[src/rtl/pzbcm_multi_bits_monitor_pkg.sv]
// Shared types and helpers for the multi-bit (non-one-hot) integrity monitor.
`default_nettype none

package pzbcm_multi_bits_monitor_pkg;

    typedef enum logic [1:0] {
        CLEAN     = 2'd0,
        ERROR     = 2'd1,
        SATURATED = 2'd2
    } pzbcm_multi_bits_monitor_state;

    // All-ones value of a COUNT_WIDTH-bit counter (valid up to 63 bits).
    function automatic longint unsigned calc_count_max(input int count_width);
        return (64'd1 << count_width) - 64'd1;
    endfunction

endpackage

`default_nettype wire

[src/rtl/pzbcm_multi_bits_detector.sv]
// Combinational test for "more than one bit set"; optionally also flags an all-zero vector.
`default_nettype none

module pzbcm_multi_bits_detector #(
    parameter int N             = 2,
    parameter bit ZERO_IS_ERROR = 1'b0
) (
    input  logic [N-1:0] i_bits,
    output logic         o_error
);

    logic w_multi;
    logic w_zero;

    // Clearing the lowest set bit leaves something only if two or more were set.
    assign w_multi = |(i_bits & (i_bits - N'(1)));
    assign w_zero  = ~|i_bits;
    assign o_error = w_multi | (ZERO_IS_ERROR & w_zero);

endmodule

`default_nettype wire

[src/rtl/pzbcm_multi_bits_monitor.sv]
// Registered multi-bit monitor: sticky error FSM, saturating counter, first-error capture, alarm.
// Define PZBCM_MULTI_BITS_MONITOR_ZERO_CHECK_EN to also flag an all-zero sample (strict one-hot).
`default_nettype none

module pzbcm_multi_bits_monitor
    import pzbcm_multi_bits_monitor_pkg::*;
#(
    parameter int N           = 2,
    parameter int COUNT_WIDTH = 8,
    parameter int THRESHOLD   = 1
) (
    input  logic                   i_clk,
    input  logic                   i_rst_n,
    input  logic                   i_valid,
    input  logic [N-1:0]           i_bits,
    input  logic                   i_clear,
    output logic                   o_detect,
    output logic                   o_error,
    output logic [COUNT_WIDTH-1:0] o_count,
    output logic [N-1:0]           o_first_bits,
    output logic                   o_alarm,
    output logic                   o_saturated
);

    localparam logic [COUNT_WIDTH-1:0] COUNT_MAX = COUNT_WIDTH'(calc_count_max(COUNT_WIDTH));
    localparam logic [COUNT_WIDTH-1:0] COUNT_ONE = COUNT_WIDTH'(1);
    localparam logic [COUNT_WIDTH-1:0] ALARM_LVL = COUNT_WIDTH'(THRESHOLD);

`ifdef PZBCM_MULTI_BITS_MONITOR_ZERO_CHECK_EN
    localparam bit ZERO_CHECK = 1'b1;
`else
    localparam bit ZERO_CHECK = 1'b0;
`endif

    pzbcm_multi_bits_monitor_state state_q, state_d;
    logic [COUNT_WIDTH-1:0]        count_q, count_d;
    logic [N-1:0]                  first_q, first_d;
    logic                          detect_q;
    logic                          alarm_q, alarm_d;
    logic                          w_bad;
    logic                          w_err;

    pzbcm_multi_bits_detector #(
        .N             (N),
        .ZERO_IS_ERROR (ZERO_CHECK)
    ) u_detector (
        .i_bits  (i_bits),
        .o_error (w_bad)
    );

    assign w_err = i_valid & w_bad;

    always_comb begin
        state_d = state_q;
        count_d = count_q;
        first_d = first_q;

        // Clear takes effect first so a coincident error is seen as a first error.
        if (i_clear) begin
            state_d = CLEAN;
            count_d = '0;
            first_d = '0;
        end

        if (w_err) begin
            case (state_d)
                CLEAN: begin
                    first_d = i_bits;
                    count_d = COUNT_ONE;
                    state_d = (COUNT_ONE == COUNT_MAX) ? SATURATED : ERROR;
                end
                ERROR: begin
                    if (count_q != COUNT_MAX) begin
                        count_d = count_q + COUNT_ONE;
                    end
                    if (count_d == COUNT_MAX) begin
                        state_d = SATURATED;
                    end
                end
                SATURATED: begin
                    count_d = count_q;
                end
                default: begin
                    state_d = CLEAN;
                end
            endcase
        end

        alarm_d = (count_d >= ALARM_LVL);
    end

    always_ff @(posedge i_clk or negedge i_rst_n) begin
        if (!i_rst_n) begin
            state_q  <= CLEAN;
            count_q  <= '0;
            first_q  <= '0;
            detect_q <= 1'b0;
            alarm_q  <= 1'b0;
        end else begin
            state_q  <= state_d;
            count_q  <= count_d;
            first_q  <= first_d;
            detect_q <= w_err;
            alarm_q  <= alarm_d;
        end
    end

    assign o_detect     = detect_q;
    assign o_error      = (state_q != CLEAN);
    assign o_saturated  = (state_q == SATURATED);
    assign o_count      = count_q;
    assign o_first_bits = first_q;
    assign o_alarm      = alarm_q;

endmodule

`default_nettype wire

[config.mk]
export PLATFORM = sky130hd
export DESIGN_NAME = pzbcm_multi_bits_monitor
export DESIGN_NICKNAME = d
export VERILOG_FILES = /design/src/rtl/pzbcm_multi_bits_monitor_pkg.sv /design/src/rtl/pzbcm_multi_bits_detector.sv /design/src/rtl/pzbcm_multi_bits_monitor.sv
export SDC_FILE = /design/constraint.sdc
export NUM_CORES = 1
export LEC_CHECK = 0
export BUFFER_PORTS_ARGS = -buffer_cell sky130_fd_sc_hd__buf_2
export CAP_MARGIN = 0
export CORE_MARGIN = 3
export CORE_UTILIZATION = 29
export DETAILED_ROUTE_END_ITERATION = 7
export MAX_ROUTING_LAYER = met4
export SYNTH_ARGS = -nofsm -noshare
export SYNTH_HDL_FRONTEND = slang
export SYNTH_SLANG_ARGS = --single-unit
[constraint.sdc]
create_clock -name i_clk -period 2.4 [get_ports i_clk]
set_clock_uncertainty 0.1 [all_clocks]
set_input_delay 0.12 -clock i_clk [delete_from_list [all_inputs] [get_ports i_clk]]
set_output_delay 0.12 -clock i_clk [all_outputs]
set_load 0.01 [all_outputs]
==> results of run 1 <==
-- cell families after synthesis --
| kind of cell | share of synthesized area [%] |
|---|---|
| AND/OR/NAND/NOR | 28.6 |
| XOR/XNOR | 2.69 |
| multiplexers | 1.15 |
| buffers and inverters | 7.81 |
| AO/OA/AOI/OAI | 22.7 |
| adder cells (fa/ha/maj) | 1.28 |
| flip-flops | 35.9 |
-- worst max-delay path by stage --
| stage | depth (start not counted) | slack, ns | endpoint |
|---|---|---|---|
| floorplan | 8 | 0.02 | o_alarm |
| global placement | 7 | 0.04 | o_alarm |
| detailed placement | 7 | 0.003 | o_alarm |
| CTS | 8 | 0.01 | state_q[1] |
| global route | 7 | -0.02 | o_alarm |
| finish | 7 | 0.05 | o_alarm |
-- layout make-up --
type | count | area [sq um] | area share, %
Clock buffer | 4 | 26.3 | 2.11
Multi-Input combinational cell | 85 | 569 | 45.8
Timing Repair Buffer | 34 | 210 | 16.9
Inverter | 8 | 30.0 | 2.41
Tap cell | 44 | 55.1 | 4.43
Sequential cell | 14 | 353 | 28.4
-- sequential cells by signal, indices dropped and copies added, names as in the netlist --
| signal | cells |
|---|---|
| o_alarm | 1 |
| state_q | 2 |
| o_detect | 1 |
| o_first_bits | 2 |
| o_count | 8 |
-- routing by layer --
| layer | share of wire, % | global-route usage [%] | vias to the layer above |
|---|---|---|---|
| met5 | 0 | - | - |
| met4 | 1.4 | 4.04 | 0 |
| met3 | 4.4 | 1.05 | 6 |
| met2 | 48 | 23.9 | 34 |
| met1 | 46 | 21.0 | 486 |
| li1 | - | - | 487 |
-- synth_stat cells, drive strengths merged (2+ instances only) --
cell type	count	area share (%)
dfrtp	14	36
nor2	10	4.1
inv	8	3.1
o21ai	8	4.1
buf	6	4.4
nand2	6	2.6
nand3	6	3.1
nand2b	5	3.2
nor3	4	2.0
a211oi	3	2.8
a21o	3	2.3
a21oi	3	1.5
a22o	3	2.7
and4	3	2.9
nand4	3	1.9
o22ai	3	1.9
nand4b	2	1.8
nor2b	2	1.3
nor3b	2	1.5
o31ai	2	1.5
or4	2	1.5
xor2	2	1.8
-- power groups by stage --
stage | combinational [uW] | sequential [uW] | clock, uW
floorplan | 27.9 | 257 | 0
global placement | 60.4 | 253 | 0
detailed placement | 60.9 | 254 | 0
CTS | 62.5 | 249 | 144
global route | 69.3 | 250 | 157
finish | 62.2 | 249 | 146
-- what timing repair did --
item | CTS | global route
hold endpoints to repair | 14 | 0
pin swaps | 4 | 1
endpoints found under the setup margin | 2 | 3
hold buffers | 1 | 0
resized for setup | 0 | 3
-- per-stage QoR --
stage          setup TNS [ns]  total power [uW]  hold slack (ns)  utilization [%]  setup WS [ns]
2_1_floorplan               0               285           -0.276                -         0.0162
5_1_grt               -0.0213               476            0.178             39.8        -0.0213
4_1_cts                     0               456            0.172             39.5         0.0142
6_report                    0               457            0.156             39.8         0.0517
3_3_place_gp                0               313          -0.0729             38.4         0.0424
3_5_place_dp                0               315          -0.0682             38.4        0.00276
==> impl_metrics.tcl, run 1 <==
set metrics [dict create \
    outcome "finished clean" \
    wirelength_um 2780 \
    root_buffer "clkbuf_4" \
    max-slew-margin-rel_pct 61.7 \
    drt-initial-drc-count 64 \
    fmax_ghz 0.426 \
    die_y_um 64.1 \
    grt_usage_pct 15.1 \
    n_antenna_cell 0 \
    grt_pass1_wl_um 4790 \
    crit_slowest_cell "or4_1" \
    finalHoldViolations 0 \
    crit_buf_inv 0 \
    overflow 0 \
    cts_made_buffers 3 \
    layout_commonest_cell "buf_2" \
    cts.reportedPaths.clkPinSlew_ns 0.10 \
    synth_area_sq_um 977 \
    netlist_instances 114 \
    drc 0 \
    avgSynthCellArea_sq_um 8.57 \
    synth.distinct_cells 41 \
    r2r_end "o_alarm" \
    syn_nets 121 \
    die-area_sq_um 4100 \
    slew_viol_final 0 \
    powerDensity_nw_per_um2 367 \
    path_class "reg2reg" \
    placementRows 20 \
    start_kind "register" \
    drv_cap 0 \
    swShare_pct 27.2 \
    wl_per_cell_um 14.7 \
    first_pass_iters 5 \
    path_cells "ha_4 -> nand3b_1 -> a211oi_2 -> o22ai_1 -> a21o_1 -> or4_1 -> or4_1" \
    endpoint_kind "register" \
    reg2reg_setup_slack_ns 0.05 \
    period_needed_ns 2.35 \
    r2r-start "o_count[1]" \
    core_area_sq_um 3130 \
    fin_area_sq_um 1240 \
    htree_num_levels 1 \
    cp-startpoint "o_count[1]" \
    cts.sinks 14 \
    internal_power_uw 332 \
    switching_power_uw 124 \
    dp_hpwl_um 2210 \
    syn_to_final_growth_pct 27.3 \
    clock_path_buffers 2 \
    finalSetupViolCount 0 \
    num-fill-cells 315 \
    final_cell_mix "buf_2, buf_4, dfrtp_1" \
    synth-edff-count 0 \
    synth_seq_cells 14 \
    p_clk_share_pct 31.9 \
    pwr-share-seq_pct 54.5 \
    boundaryPins 20 \
    grt_antenna_before_repair 0 \
    critPathTopFamily "simple AND/OR/NAND/NOR gates" \
    postRouteAntennaNets 0 \
    instances_no_fill 189 \
    post_route_cells_drive_above_1_share_pct 31.7 \
    leakage_uw 0.000569 \
    fin_crit_sh_pct 97.8 \
    ys_seq_area_share_pct 35.9 \
    cp.arrival_ns 2.41 \
    cts_tree "built" \
    portBuffers 19 \
    final_nets 153 \
    num_vias 1013 \
    die_w_um 64.1 \
    cp.required_ns 2.46 \
    grt_pass1_vias 967 \
    combPwrFrac_pct 13.6 \
    cpPeakStageDelay_ns 0.46 \
    synth_ff_type "dfrtp_1" \
    rsz0062_at_grt "yes" \
    post_cts_buffers 0 \
    grt_max_degree 15 \
    routed_via_density 5.36 \
    clock_latency_ns 0.28 \
    tightestPinTransition_ns 0.570 \
    post_dp_cell_area_sq_um 1200 \
    worst-path-max-fanout 5 \
    initial_core_util_pct 31.2 \
    cp_common_cell "or4_1" \
    dpl.cell_count 184 \
    r2r_cells 7 \
    async_reset_ff_share_pct 100 \
    ys_warn_count 0 \
    hp-class "in2async" \
    gp_congestion 0.856 \
    peakVddDrop_v 0.000120 \
]
Note: power is estimated with default switching activity, not from simulation.
==> run 2, diff against run 1 <==
--- a/config.mk
+++ b/config.mk
@@ -11,6 +11,7 @@
 export CORE_UTILIZATION = 29
 export DETAILED_ROUTE_END_ITERATION = 7
 export MAX_ROUTING_LAYER = met4
+export RECOVER_POWER = 100
 export SYNTH_ARGS = -nofsm -noshare
 export SYNTH_HDL_FRONTEND = slang
 export SYNTH_SLANG_ARGS = --single-unit
==> run 2 against run 1 <==
Net effect:
- fmax rose by 0.11%
- utilization shrank 0.36 points
- largest power group unchanged
- largest cell class unchanged
- critical endpoint unchanged
- design area decreased by 0.91%
- via count hardly changed
- final cell count stayed put
- sequential cell count unchanged
- sequential power barely moved
==> impl_metrics.tcl, run 2 (synthesized netlist as in run 1, its figures left out) <==
set metrics [dict create \
    fin_crit_sh_pct 97.7 \
    cts.sinks 14 \
    peakVddDrop_v 0.000113 \
    post_route_cells_drive_above_1_share_pct 26.9 \
    cp_common_cell "or4_1" \
    start_kind "register" \
    p_clk_share_pct 32.0 \
    fin_setup_tns_ns 0 \
    cts.reportedPaths.clkPinSlew_ns 0.10 \
    max-slew-margin-rel_pct 47.8 \
    first_pass_iters 4 \
    finalHoldViolations 0 \
    outcome "finished clean" \
    num_vias 1014 \
    tightestPinTransition_ns 0.783 \
    die_y_um 64.1 \
    initial_core_util_pct 31.2 \
    holdPathStages 4 \
    crit_slowest_cell "or4_1" \
    clock_latency_ns 0.28 \
    combPwrFrac_pct 13.2 \
    cp.arrival_ns 2.41 \
    final_nets 153 \
    grt_max_degree 15 \
    cts_tree "built" \
    drv_cap 0 \
    dp_hpwl_um 2210 \
    wirelength_um 2790 \
    drt-initial-drc-count 61 \
    switching_power_uw 124 \
    grt_pass1_vias 967 \
    wl_per_cell_um 14.7 \
    leakage_uw 0.000542 \
    grt_antenna_before_repair 0 \
    htree_num_levels 1 \
    fmax_ghz 0.426 \
    rsz0062_at_grt "yes" \
    die-area_sq_um 4100 \
    final_cell_mix "buf_2, buf_4, dfrtp_1" \
    fin_area_sq_um 1230 \
    grt_pass1_wl_um 4790 \
    cpPeakStageDelay_ns 0.46 \
    clock_path_buffers 2 \
    root_buffer "clkbuf_4" \
    r2r_cells 7 \
    syn_to_final_growth_pct 26.1 \
    whs_ns 0.215 \
    largest_reg_flops 8 \
    cts_made_buffers 3 \
    fin_util_pct 39.4 \
    reg2reg_setup_slack_ns 0.05 \
    die_w_um 64.1 \
    internal_power_uw 330 \
    slew_viol_final 0 \
    postRouteAntennaNets 0 \
    finalSetupViolCount 0 \
    boundaryPins 20 \
    gp_congestion 0.856 \
    path_class "reg2reg" \
    cp.required_ns 2.46 \
    post_dp_cell_area_sq_um 1200 \
    pwr-share-seq_pct 54.8 \
    placementRows 20 \
    endpoint_kind "register" \
    powerDensity_nw_per_um2 368 \
    n_antenna_cell 0 \
    core_area_sq_um 3130 \
    hp-class "in2reg" \
    grt_usage_pct 15.1 \
    overflow 0 \
    routed_via_density 5.37 \
    post_cts_buffers 0 \
    path_cells "ha_4 -> nand3b_1 -> a211oi_2 -> o22ai_1 -> a21o_1 -> or4_1 -> or4_1" \
    worst-path-max-fanout 5 \
    drc 0 \
    portBuffers 19 \
    swShare_pct 27.3 \
    period_needed_ns 2.35 \
]
[run 2: changes by cell type in the layout (fill, tap and decap cells not counted)]
cell      previous run  this run
buf_4               14        13
clkbuf_1             1         8
buf_2               19        13
[run 2: worst max-delay path, delay by kind of cell, from the launching register on]
family | cells | cell delay, ns
adder cells (fa/ha/maj) | 1 | 0.18
AND/OR/NAND/NOR | 3 | 1.03
AO/OA/AOI/OAI | 3 | 0.48
flip-flops | 1 | 0.44
[run 2: timing repair]
item | in CTS | in global routing
pin swaps | 4 | 1
gates cloned | 0 | 0
endpoints found under the hold margin | 14 | 0
resized for setup | 0 | 3
setup endpoints to repair | 2 | 3
hold buffers | 1 | 0
[run 2: per-layer routing]
| layer | up-vias | wire [um] | track usage (%) |
|---|---|---|---|
| met5 | - | 0 | - |
| met4 | 0 | 58 | 4.04 |
| met3 | 8 | 146 | 1.05 |
| met2 | 40 | 1320 | 23.9 |
| met1 | 478 | 1260 | 21.0 |
| li1 | 488 | - | - |
[run 2: power by group through the flow]
stage | Sequential [uW] | Combinational (uW) | Clock, uW
floorplan | 257 | 27.9 | 0
detailed placement | 254 | 60.9 | 0
global route | 251 | 67.2 | 157
CTS | 249 | 62.5 | 144
global placement | 253 | 60.4 | 0
finish | 249 | 60.0 | 145
[run 2: area by class of cell]
type	count	area [sq um]
inverters	8	30.0
fillers	320	1900
well taps	44	55.1
flip-flops and latches	14	353
repair buffers	34	199
multi-input cells	85	569
clock buffers	4	26.3
[run 2: path summary, 6_finish.rpt]
| kind | startpoint | end |
|---|---|---|
| max | o_count[1] | o_alarm |
| min | i_clear | o_count[1] |
| max reg2reg | o_count[1] | o_alarm |
| min reg2reg | o_first_bits[1] | o_first_bits[1] |
| max in group asynchronous | i_rst_n | o_count[2] |
| min in group asynchronous | i_rst_n | o_count[7] |
[run 2: per-stage QoR]
stage	worst slack, ns	total power, uW	cells
floorplan	0.0162	285	114
finish	0.0544	454	189
detailed placement	0.00276	315	184
global route	-0.0213	474	189
CTS	0.0142	456	189
global placement	0.0424	313	184
